--- src/rtl/pc_fetch_pkg.sv ---
// -----------------------------------------------------------------------------
// pc_fetch_pkg
// Shared core definitions for the fetch front end:
//   - fetch_state_t     : fetch sequencer FSM states
//   - RESET_PC_DEFAULT  : default PC loaded on reset
//   - NOP_INST          : canonical NOP (addi x0,x0,0), also used by decode
//   - is_aligned()      : word-alignment test for instruction addresses
// -----------------------------------------------------------------------------
package pc_fetch_pkg;

    localparam logic [31:0] RESET_PC_DEFAULT = 32'h0000_0000;
    localparam logic [31:0] NOP_INST         = 32'h0000_0013;

    typedef enum logic [2:0] {
        ST_IDLE  = 3'd0,
        ST_REQ   = 3'd1,
        ST_WAIT  = 3'd2,
        ST_VALID = 3'd3,
        ST_FAULT = 3'd4
    } fetch_state_t;

    // RV32 without the C extension: every fetch address must be word aligned.
    function automatic logic is_aligned(input logic [31:0] addr);
        return addr[1:0] == 2'b00;
    endfunction

endpackage : pc_fetch_pkg

--- src/rtl/pc_fetch.sv ---
// -----------------------------------------------------------------------------
// pc_fetch
// Program-counter register and instruction-fetch sequencer for the single-issue
// RV32 core. Fetches the word at pc over a req/gnt/rvalid port, presents it to
// decode, and loads npc from the NPC stage when the current instruction retires.
//
// Ports:
//   clk, rst        core clock, asynchronous active-high reset
//   npc, pc_update  next PC from NPC stage; load it when the instruction retires
//   imem_req/addr   fetch request (held until granted) and its address (== pc)
//   imem_gnt        request accepted this cycle
//   imem_rvalid     response valid; imem_rdata / imem_err qualified by it
//   pc              current architectural PC
//   inst/inst_valid fetched instruction (NOP_INST unless inst_valid)
//   fetch_fault     sticky: misaligned npc or bus error; cleared only by rst
//   instret         retired-instruction count, wraps at 2^32
//
// Every output is decoded from registered state; no input reaches an output
// combinationally.
// -----------------------------------------------------------------------------
module pc_fetch #(
    parameter logic [31:0] RESET_PC = pc_fetch_pkg::RESET_PC_DEFAULT,
    parameter logic [31:0] NOP_INST = pc_fetch_pkg::NOP_INST
) (
    input  logic        clk,
    input  logic        rst,
    input  logic [31:0] npc,
    input  logic        pc_update,
    output logic        imem_req,
    output logic [31:0] imem_addr,
    input  logic        imem_gnt,
    input  logic        imem_rvalid,
    input  logic [31:0] imem_rdata,
    input  logic        imem_err,
    output logic [31:0] pc,
    output logic [31:0] inst,
    output logic        inst_valid,
    output logic        fetch_fault,
    output logic [31:0] instret
);
    import pc_fetch_pkg::*;

    fetch_state_t state_q, state_d;
    logic [31:0]  pc_q, pc_d;
    logic [31:0]  inst_q, inst_d;
    logic [31:0]  instret_q, instret_d;

    // Next-state logic. Responses are only honoured in WAIT and retirements
    // only in VALID; anything else the bus or core does is ignored.
    always_comb begin
        // NOTE: every signal gets a hold default first so no path leaves it
        // unassigned, which would otherwise infer a latch.
        state_d   = state_q;
        pc_d      = pc_q;
        inst_d    = inst_q;
        instret_d = instret_q;

        case (state_q)
            ST_IDLE: state_d = ST_REQ;

            ST_REQ: begin
                if (imem_gnt) begin
                    state_d = ST_WAIT;
                end
            end

            ST_WAIT: begin
                if (imem_rvalid) begin
                    if (imem_err) begin
                        state_d = ST_FAULT;
                    end else begin
                        inst_d  = imem_rdata;
                        state_d = ST_VALID;
                    end
                end
            end

            ST_VALID: begin
                if (pc_update) begin
                    if (is_aligned(npc)) begin
                        pc_d      = npc;
                        instret_d = instret_q + 32'd1;
                        state_d   = ST_REQ;
                    end else begin
                        // Misaligned target: keep pc/instret so the faulting
                        // instruction's PC stays visible for debug.
                        state_d = ST_FAULT;
                    end
                end
            end

            ST_FAULT: state_d = ST_FAULT;

            default: state_d = ST_IDLE;
        endcase
    end

    always_ff @(posedge clk or posedge rst) begin
        if (rst) begin
            // NOTE: inst_q is reset even though the output masks it outside
            // VALID, so no X ever propagates from an unloaded register.
            state_q   <= ST_IDLE;
            pc_q      <= RESET_PC;
            inst_q    <= NOP_INST;
            instret_q <= 32'd0;
        end else begin
            // NOTE: non-blocking assignments so every flop samples the
            // pre-edge values of the others.
            state_q   <= state_d;
            pc_q      <= pc_d;
            inst_q    <= inst_d;
            instret_q <= instret_d;
        end
    end

    assign imem_req    = (state_q == ST_REQ);
    assign imem_addr   = pc_q;
    assign pc          = pc_q;
    assign inst_valid  = (state_q == ST_VALID);
    assign inst        = inst_valid ? inst_q : NOP_INST;
    assign fetch_fault = (state_q == ST_FAULT);
    assign instret     = instret_q;

endmodule : pc_fetch

--- config.mk ---
export PLATFORM = sky130hd
export DESIGN_NAME = pc_fetch
export DESIGN_NICKNAME = d
export VERILOG_FILES = /design/src/rtl/pc_fetch_pkg.sv /design/src/rtl/pc_fetch.sv
export SDC_FILE = /design/constraint.sdc
export NUM_CORES = 1
export LEC_CHECK = 0
export ABC_AREA = 1
export CAP_MARGIN = 0
export CORE_ASPECT_RATIO = 1.2
export CORE_MARGIN = 4
export CORE_UTILIZATION = 30
export DETAILED_ROUTE_END_ITERATION = 10
export GPL_ROUTABILITY_DRIVEN = 0
export PLACE_DENSITY = 0.59
export SYNTH_ARGS = -nofsm -noshare
export SYNTH_HDL_FRONTEND = slang
export SYNTH_SLANG_ARGS = --single-unit
--- constraint.sdc ---
create_clock -name clk -period 3.7 [get_ports clk]
set_input_delay 0.37 -clock clk [delete_from_list [all_inputs] [get_ports clk]]
set_output_delay 0.37 -clock clk [all_outputs]
set_load 0.05 [all_outputs]
* Yosys cells after proc, flatten, opt, wreduce, memory -nomap -nowiden
Index checks and enable logic that the tools add are counted.
Operators by class: reductions and logical operators 5, equality and inequality tests 7, bitwise logic cells 1, muxes and demuxes 7, add/subtract/negate cells 1
Operators with widths (count):
- adder 32 x 1 -> 32 bit, second input constant | 1
- two-way mux 32 bit | 1
- two-way mux 3 bit | 5
- one-hot mux 3 bit (5 select lines) | 1
- AND reduction 3 bit | 3
- equality test 3 x 2 -> 1 bit, second input constant | 2
- inequality test 2 bit, second input constant | 2
- equality test 3 x 1 -> 1 bit, second input constant | 1
- equality test 3 bit, second input constant | 1
- logical NOT 3 bit | 1
- logical NOT 2 bit | 1
- inequality test 2 x 1 -> 1 bit, second input constant | 1
- NOT 1 bit | 1
Storage, ports and cells: word-level logic and storage cells 25, output and inout bits 131, input port bits 70, bits in registers 99

* Logic depth before layout (Yosys ltp)
depth in word-level cells 4, depth in mapped cells 9, depth with buffers taken out 9

* Worst setup path after synthesis
No wires, ideal clock.
kind register -> output, start register state_q[0], end output port inst[21], arrival 2.017 ns, required time 3.330 ns, cell stages (with the launch flop) 7, path buffers 2, setup slack 1.313 ns, cells stage by stage dfrtp_1 nand2_1 nor2_4 inv_1 clkbuf_1 buf_2 nor2_1
On the way: word-level cells in the longest chain between the ends 2
Ends and longest elaborated chain:
- start, declared | line pc_fetch.sv:43 | fetch_state_t state_q, state_d;
- start signal, assigned | line pc_fetch.sv:109 | state_q <= state_d;
- equality test 3 x 2 -> 1 bit | line pc_fetch.sv:119 | assign inst_valid = (state_q == ST_VALID);
- named net inst_valid | line pc_fetch.sv:37 | output logic inst_valid,
- two-way mux 32 bit | line pc_fetch.sv:120 | assign inst = inst_valid ? inst_q : NOP_INST;
- end, declared | line pc_fetch.sv:36 | output logic [31:0] inst,
The timed path passes the listed nets, and every way through them passes these cells.

* Final worst setup path
start register state_q[0], end output port inst[3]
On the way: word-level cells in the longest chain between the ends 2
Ends and longest elaborated chain (line):
- equality test 3 x 2 -> 1 bit | pc_fetch.sv:119
- two-way mux 32 bit | pc_fetch.sv:120
Every way passes these cells.

==> results.md <==
- Unrepaired setup endpoints after global routing: false
- Yosys warning count: 0
- Aggregate negative setup slack: 0 ns
- Final worst path period need: 2.92 ns
- Count of final hold-check violations: 0
- Number of enable-type register cells in the synthesized netlist: 0
- Data required time of the critical path: 3.33 ns
- Maximum fanout along the worst path: 30
- CTS hold repair buffers: 0
- Seq pwr share: 28.0%
- CTS sink cnt: 99
- First-pass GRT wire length: 20900 µm
- Worst setup path class: flop to primary output
- Grt total ovfl: 0
- Fraction of power spent switching nets: 48.1%
- Max cap viols: 0
- Layout Cell Area excl Fill: 7110 µm²
- Clock tree from TritonCTS: done
- Ranking of synthesized cells by instance count: sky130_fd_sc_hd__nand2_1 (168), sky130_fd_sc_hd__nor2_1 (105), sky130_fd_sc_hd__dfrtp_1 (96)
- Detailed Place HPWL: 9740 µm
- Number of levels the H-tree was split into: 3
- Ranking of synthesized cells by area: sky130_fd_sc_hd__dfrtp_1 (50%), sky130_fd_sc_hd__nand2_1 (13%), sky130_fd_sc_hd__nor2_1 (8.2%), sky130_fd_sc_hd__inv_1 (5.7%), sky130_fd_sc_hd__buf_4 (5.6%)
- Die Outline Area: 18100 µm²
- Cell-by-cell trace of the critical path: nand2_1, nor2_4, inv_1, nor2_1, clkdlybuf4s50_1
- Share of power burned in combinational logic: 54.6%
- Filler-free cell count of the finished design: 985
- Kind of capture point of the worst setup path: primary output
- Endpoints failing setup: 0
- Number of DRC violations after detailed routing: 0
- Dominant synthesized flop cell: sky130_fd_sc_hd__dfrtp_1
- Total Power Consumption: 5.93 mW
- Cell count after synthesis: 607
- HP Class: flop to flop
- Worst stage delay on the critical path: 0.85 ns
- Antenna fix cells: 0
- Post-Route Utilization: 45.4%
- Area growth from synthesis to layout: 47.8%
- Net load switching power: 2.85 mW
- Kind of start point of the critical path: flop
- DRC marker count from the first detailed-route iteration: 209
- Relative contribution of the clock network to total power: 17.4%
- Netlist area before placement: 4810 µm²
- Run status: completed
- Share of synthesized flip-flops with an asynchronous set or reset: 100%
- Instance count along the most critical hold path: 2
- Routed len/inst: 13.1 µm
- Final worst clock skew: 0.00595 ns
- Aggregate global-route resource usage: 14.5%
- Post-route antenna net violation count: 0
- Maximum resistive drop on vdd: 0.320 mV
- Proportion of synthesized chip area in sequential cells: 51.6%
- Number of filler cells placed in the layout: 1518
- Maximum achievable frequency: 342 MHz
- Horiz. Die Dim: 124 µm
- Worst path arrival time: 2.55 ns
- Starting utilization of the core area: 30.7%
- Synthesis-stage register bit count: 99
- Vias: 4347
- Area occupied by multi-input gates: 1730 µm²
- Net count of the mapped netlist: 678
- Crit Reg-Reg Startpoint: instret[0]
- Buffers added on ports: 200
- Ratio of final minimum period to clock period: 78.9%
- Insertion delay to the later sink of the worst-skew pair: 0.34 ns
- Placed standard-cell area: 6780 µm²
- Worst flop-to-flop path endpoint: instret[26]
- Post-synthesis cell type with the largest combined area: sky130_fd_sc_hd__dfrtp_1
- Count of different cell masters after synthesis: 25
- Max-Slew Margin vs Limit: 31.2%
- Largest net degree at the start of global routing: 84
- Share of layout cells above drive strength 1: 4.12%
- Total routed wirelength: 12900 µm
- Max clock buf depth: 2
- Worst path slowest cell: sky130_fd_sc_hd__clkdlybuf4s50_1
- Cells after DPL: 969
- Number of antenna violations at the first check in global routing: 0
- Path depth of the worst reg2reg path: 8
- Kind of cell adding the most delay to the critical path: buffers and inverters
- Post-CTS setup-driven buffer insertion count: 0
- Detail-routed via count per cell: 4.41
- Top-count cell post-synth: sky130_fd_sc_hd__nand2_1
- Root cell of the clock tree: sky130_fd_sc_hd__clkbuf_16
- Number of standard-cell rows in the floorplan: 50
- Worst min-delay path startpoint: inst_q[1]
- Register-to-register setup slack: 1.64 ns
- Number of nets at the end of the flow: 843
- Area share of the largest cell type after synthesis: 50.0%
- Number of max-slew violations in the final report: 0
- Synth Area per Inst: 7.92 µm²
- Die boundary height: 147 µm
- Number of buffers created by CTS: 9
- Number of detailed-routing iterations run before antenna repair: 4
- Worst Path Buf+Inv: 2
- Actual slew at the worst max-slew pin: 1.03 ns
- Area taken by flip-flops and latches: 2480 µm²
- Clock transition at the registers of the reported paths: 0.06 ns
- Core Footprint: 15600 µm²
- Total of cells resized after clock tree synthesis: 0
- Hold Path Sink: inst_q[1]
- Vias in the first global route: 4278
- Power density over cell area: 835 nW/µm²
- Number of top-level pins: 201
- Total internal power: 3.08 mW
- Leakage power total: 3.32 nW
## metrics by stage
| step | setup WS (ns) | hold slack (ns) |
|---|---|---|
| 3_5_place_dp | 1.11 | 0.470 |
| 4_1_cts | 0.738 | 0.482 |
| 2_1_floorplan | 0.745 | 0.451 |
| 6_report | 0.779 | 0.476 |
| 5_1_grt | 0.552 | 0.509 |
| 3_3_place_gp | 1.21 | 0.465 |
## layer usage
metal  vias to the layer above  global-route usage, %  routed length (µm)  share of wire (%)
met3                        19                   2.63                 799                6.2
met1                      2009                   17.8                5310                 41
met2                       153                   24.5                6460                 50
met4                         0                   6.37                 332                2.6
li1                       2166                      -                   -                  -
met5                         -                      0                   0                  0
## state kept, by name, summed over array words and instances, names as in the netlist
name,count
inst_q,32
state_q,3
imem_addr,32
instret,32
## kinds of logic after synthesis
logic type / Yosys count / share of synthesized area, %
simple gates: 327 / 28.3
buf+inv: 123 / 12.6
flops: 99 / 51.6
compound gates: 42 / 4.53
xor+xnor: 15 / 2.73
fa+ha+maj: 1 / 0.260
## final cells by class
class / count / share of cell area (%)
clock buffers: 11 / 3.42
clock inverters: 5 / 1.20
inverters: 73 / 3.89
multi-input cells: 385 / 24.3
flip-flops and latches: 99 / 34.9
well taps: 208 / 3.66
repair buffers: 204 / 28.6
## worst max-delay path by stage
stage,from,end,depth (start not counted)
2_1_floorplan,rst,imem_addr[0],1
3_3_place_gp,state_q[0],inst[15],5
3_5_place_dp,state_q[0],inst[3],5
4_1_cts,state_q[0],inst[3],5
5_1_grt,state_q[0],inst[18],5
6_report,state_q[0],inst[3],5
## tightest hold or removal path, cell delays in order (launching register included)
cell and delay, ns:
sky130_fd_sc_hd__dfstp_2 0.36, sky130_fd_sc_hd__inv_1 0.06, sky130_fd_sc_hd__a21oi_1 0.06
## placed cells by master, fill, tap and decap left out, drive strengths merged
| master | instances |
|---|---|
| a211oi | 1 |
| a21boi | 1 |
| a21oi | 34 |
| and2 | 1 |
| buf | 4 |
| bufinv | 2 |
| clkbuf | 11 |
| clkdlybuf4s50 | 200 |
| clkinv | 1 |
| clkinvlp | 1 |
| dfrtp | 96 |
| dfstp | 3 |
| ha | 1 |
| inv | 74 |
| nand2 | 170 |
| nand3 | 25 |
| nand3b | 2 |
| nand4 | 14 |
| nor2 | 107 |
| nor3 | 8 |
| o21ai | 5 |
| o21bai | 1 |
| xnor2 | 5 |
| xor2 | 10 |
## power by group through the flow
stage          sequential, mW  clock (mW)  combinational, mW
4_1_cts                  1.67        1.07               3.27
3_5_place_dp             1.69           0               3.27
2_1_floorplan            2.28           0               1.76
6_report                 1.66        1.03               3.24
5_1_grt                  1.71        1.11               3.43
3_3_place_gp             1.66           0               3.25
Note: power is estimated with default switching activity, not from simulation.
